==> config.mk <==
export PLATFORM = sky130hd
export DESIGN_NAME = click_classifier
export DESIGN_NICKNAME = d
export VERILOG_FILES = /design/src/rtl/click_classifier.sv
export SDC_FILE = /design/constraint.sdc
export NUM_CORES = 1
export LEC_CHECK = 0
export BUFFER_PORTS_ARGS = -buffer_cell sky130_fd_sc_hd__buf_4
export CORE_ASPECT_RATIO = 1.4
export CORE_MARGIN = 3
export CORE_UTILIZATION = 25
export DETAILED_ROUTE_END_ITERATION = 10
export PLACE_DENSITY = 0.4
export SLEW_MARGIN = 30
export SYNTH_ARGS = -nofsm -noshare
export SYNTH_HDL_FRONTEND = slang
export SYNTH_SLANG_ARGS = --single-unit
==> constraint.sdc <==
create_clock -name clk -period 2 [get_ports clk]
set_input_delay 0 -clock clk [delete_from_list [all_inputs] [get_ports clk]]
set_output_delay 0 -clock clk [all_outputs]
set_load 0.05 [all_outputs]
==> src/rtl/click_classifier.sv <==
// Turns a debounced button level into single-cycle gesture pulses:
// press/release edges, single click, double click and long press.
module click_classifier #(
  parameter int unsigned LONG_CYCLES   = 12000000,
  parameter int unsigned DCLICK_CYCLES = 3600000,
  parameter int unsigned TW            = 24
) (
  input  logic clk,
  input  logic rst,
  input  logic btn_in,
  output logic press_tick,
  output logic release_tick,
  output logic click,
  output logic dclick,
  output logic lpress,
  output logic busy
);

  typedef enum logic [2:0] {StIdle, StPress1, StWait2, StPress2, StHold} state_e;

  localparam logic [TW-1:0] LongLast   = TW'(LONG_CYCLES - 1);
  localparam logic [TW-1:0] DclickLast = TW'(DCLICK_CYCLES - 1);

  state_e        state_q, state_d;
  logic [TW-1:0] timer_q, timer_d;
  logic          btn_q;
  logic          armed_q;
  logic          rise, fall, fall_acc;
  logic          press_q, release_q, click_q, dclick_q, lpress_q, busy_q;
  logic          click_d, dclick_d, lpress_d;

  assign rise     = btn_in & ~btn_q;
  assign fall     = ~btn_in & btn_q;
  // btn_q resets high, so the first low level seen after reset is not a real release.
  assign fall_acc = fall & armed_q;

  always_comb begin
    state_d  = state_q;
    timer_d  = '0;
    click_d  = 1'b0;
    dclick_d = 1'b0;
    lpress_d = 1'b0;
    unique case (state_q)
      StIdle: begin
        if (rise) state_d = StPress1;
      end
      StPress1: begin
        if (fall_acc) begin
          state_d = StWait2;
        end else if (timer_q == LongLast) begin
          state_d  = StHold;
          lpress_d = 1'b1;
        end else begin
          timer_d = timer_q + 1'b1;
        end
      end
      StWait2: begin
        if (rise) begin
          state_d = StPress2;
        end else if (timer_q == DclickLast) begin
          state_d = StIdle;
          click_d = 1'b1;
        end else begin
          timer_d = timer_q + 1'b1;
        end
      end
      StPress2: begin
        if (fall_acc) begin
          state_d  = StIdle;
          dclick_d = 1'b1;
        end
      end
      StHold: begin
        if (fall_acc) state_d = StIdle;
      end
      default: state_d = StIdle;
    endcase
  end

  always_ff @(posedge clk) begin
    if (rst) begin
      state_q   <= StIdle;
      timer_q   <= '0;
      btn_q     <= 1'b1;
      armed_q   <= 1'b0;
      press_q   <= 1'b0;
      release_q <= 1'b0;
      click_q   <= 1'b0;
      dclick_q  <= 1'b0;
      lpress_q  <= 1'b0;
      busy_q    <= 1'b0;
    end else begin
      state_q   <= state_d;
      timer_q   <= timer_d;
      btn_q     <= btn_in;
      armed_q   <= armed_q | ~btn_in;
      press_q   <= rise;
      release_q <= fall_acc;
      click_q   <= click_d;
      dclick_q  <= dclick_d;
      lpress_q  <= lpress_d;
      busy_q    <= (state_d != StIdle);
    end
  end

  assign press_tick   = press_q;
  assign release_tick = release_q;
  assign click        = click_q;
  assign dclick       = dclick_q;
  assign lpress       = lpress_q;
  assign busy         = busy_q;

endmodule

==> metrics.txt <==
status=finished clean; GR peak layer=met2; row count=34; count leader, synth=dfxtp_1; Multi-input gate area=883.3 um2; area leader, netlist=dfxtp_1; EDFF count, synth=0; Ports=9; final RePlAce weighted congestion=0.8129; TritonRoute pass-1 iters=4; fmax=537.3 MHz; height of the die=102.2 um; core box area=6296 um2; met1 usage=0.1296; CP Launch Type=register; WL/cell=14.85 um; die area=7637 um2; worst reg2reg endpoint=timer_q[20]; Mapped Cells=181; Cell Area, Synth=1653 um2; gr ovfl total=0; Post-synth top flop=dfxtp_1; largest net degree at the start of global routing=25; first-pass GRT wire length=6844 um; Util after Layout=0.3223; FF+latch count, synth=35; GRT Overall Usage=0.1184; crit-path max FO=5; Clk Latency, worst-skew pair=0.29 ns; syn nets=185; Setup Skew=0.004733 ns; RSZ-0062 raised after global routing=no; ANT cells=0; Hold WC Path Type=register to register; ys async rst share=0; root buf cell=clkbuf_8; Port Buf Inserts=8; required time worst endpoint=2.21 ns; Tightest Pin Transition=0.5032 ns; Synth area leaders=dfxtp_1 42%, a21oi_1 5.1%, xnor2_1 4.8%; GR Util met3=0.03150; met2 Usage GRT=0.2031; Hold Path Origin=timer_q[0]; drt total wl=4216 um; Slew HR=0.6601; top cells by count, synth=35 x dfxtp_1, 17 x a21oi_1, 12 x nand4_1; via-per-instance ratio=5.268; fillers=667; period utilization=0.9306; reg2reg start=timer_q[1]; post-route ant nets=0; setup_tns=0 ns; clk sinks=35; Power Total=1339 uW; Synth warnings=0; Leakage Power=0.0006401 uW; final setup fails=0; DRC violation total after the first TritonRoute iteration=94; Max Cap Viol=0; syn avg cell area=9.132 um2; crit path time final=1.861 ns; Pwr per Cell Area=659.8 nW/um2; register area share after synthesis=0.4239; dpl hpwl=3124 um; TritonCTS clock tree=yes; Slew Viols, Final=0; DRC Markers=0; CTS Buf Count=5; clock tree buffer depth=2; Distinct cells, synth=46; Final Hold Viols=0; vias in the first global route=1431; Worst R2R Path Depth=6; nets@finish=215; P&R area growth vs syn=22.79%; Worst EP arrival=2.07 ns; H-tree depth reported by CTS=2; CP Class=register to register; VDD IR max=0.0001913 V; Reg2Reg Setup Slack=0.14 ns; WHS Endpoint=timer_q[0]; WHS Path Cells=1; Vias=1496; Clock transition at path regs=0.07 ns; layout cells sized above 1=0.2500; top-area cell type share of the netlist area=0.4239; Setup crit end kind=register; initial antenna violation count=0; Reg area=701.9 um2; Die Width=74.72 um; Starting Density=0.2625
worst max-delay path, cell delays in order, from the launching register on:
cell and delay, ns:
dfxtp_1 0.37, ha_2 0.22, and3_4 0.21, buf_4 0.13, nand4_1 0.20, or4_1 0.51
a22oi_1 0.16
layout make-up:
cell class	instances	share of cell area
inverters	10	0.01850
multi-input cells	129	0.4353
clock buffers	5	0.03391
repair buffers	30	0.1147
flip-flops and latches	35	0.3459
well taps	72	0.04439
clock inverters	3	0.007398
state kept, by name, summed over array words and instances (netlist names):
signal	cells
click	1
press_tick	1
release_tick	1
busy	1
armed_q	1
state_q	3
btn_q	1
lpress	1
dclick	1
timer_q	24
power breakdown:
| group | switching (uW) | internal [uW] |
|---|---|---|
| Combinational | 64.3 | 35.3 |
| Clock | 264 | 238 |
| Sequential | 21.9 | 715 |
| Total | 350 | 989 |
kinds of logic (layout without fill, tap and decap cells):
kind of cell | count (synthesis) | after routing | synth area share
AOI/OAI and AO/OA | 45 | 45 | 0.1802
DFF | 35 | 35 | 0.4239
xor gates and xnor gates | 13 | 13 | 0.06889
and+or+nand+nor | 70 | 70 | 0.2695
buffers and inverters | 17 | 48 | 0.04996
adders and majority gates | 1 | 1 | 0.007569
repair_timing:
action,in CTS,in global routing
gates resized for setup,0,4
setup buffers,0,2
hold endpoints to repair,5,0
endpoints found under the setup margin,0,10
hold buffers,3,0
stage by stage:
step	std cells	worst slack, ns	instance area (um2)	hold slack (ns)
final	284	0.1388	2029	0.4346
after global routing	284	0.01538	2029	0.4604
after CTS	282	0.04850	1999	0.4780
after detailed placement	271	0.06930	1886	0.2326
after global placement	271	0.1192	1886	0.2143
after floorplan	181	0.1015	1653	0.06907
worst max path at each step:
stage / endpoint / depth (start not counted) / startpoint / slack [ns]
finish: timer_q[20] / 6 / timer_q[1] / 0.14
global route: state_q[2] / 4 / timer_q[22] / 0.02
CTS: timer_q[20] / 6 / timer_q[0] / 0.05
detailed placement: timer_q[20] / 6 / timer_q[0] / 0.07
global placement: timer_q[22] / 6 / timer_q[0] / 0.12
floorplan: state_q[2] / 6 / timer_q[0] / 0.10
cells in the final DEF, fill, tap and decap left out, types with 3 or more instances in the layout:
master and instances:
a21oi_1 17, a22oi_1 9, a31o_2 4, buf_4 27, clkbuf_8 5, clkinv_2 3
dfxtp_1 34, dlygate4sd3_1 3, inv_1 10, nand2_1 5, nand3_1 10, nand4_1 12
nor2_1 9, nor3_1 5, nor4_1 4, o21ai_0 5, o31ai_1 3, or4_1 3
xnor2_1 9, xor2_1 4
metal layers:
layer / up-vias / wire length [um]
met5: - / 0
met4: 0 / 140
met1: 720 / 1763
met3: 13 / 150
met2: 22 / 2161
li1: 741 / -
(Power assumes the default switching activity.)
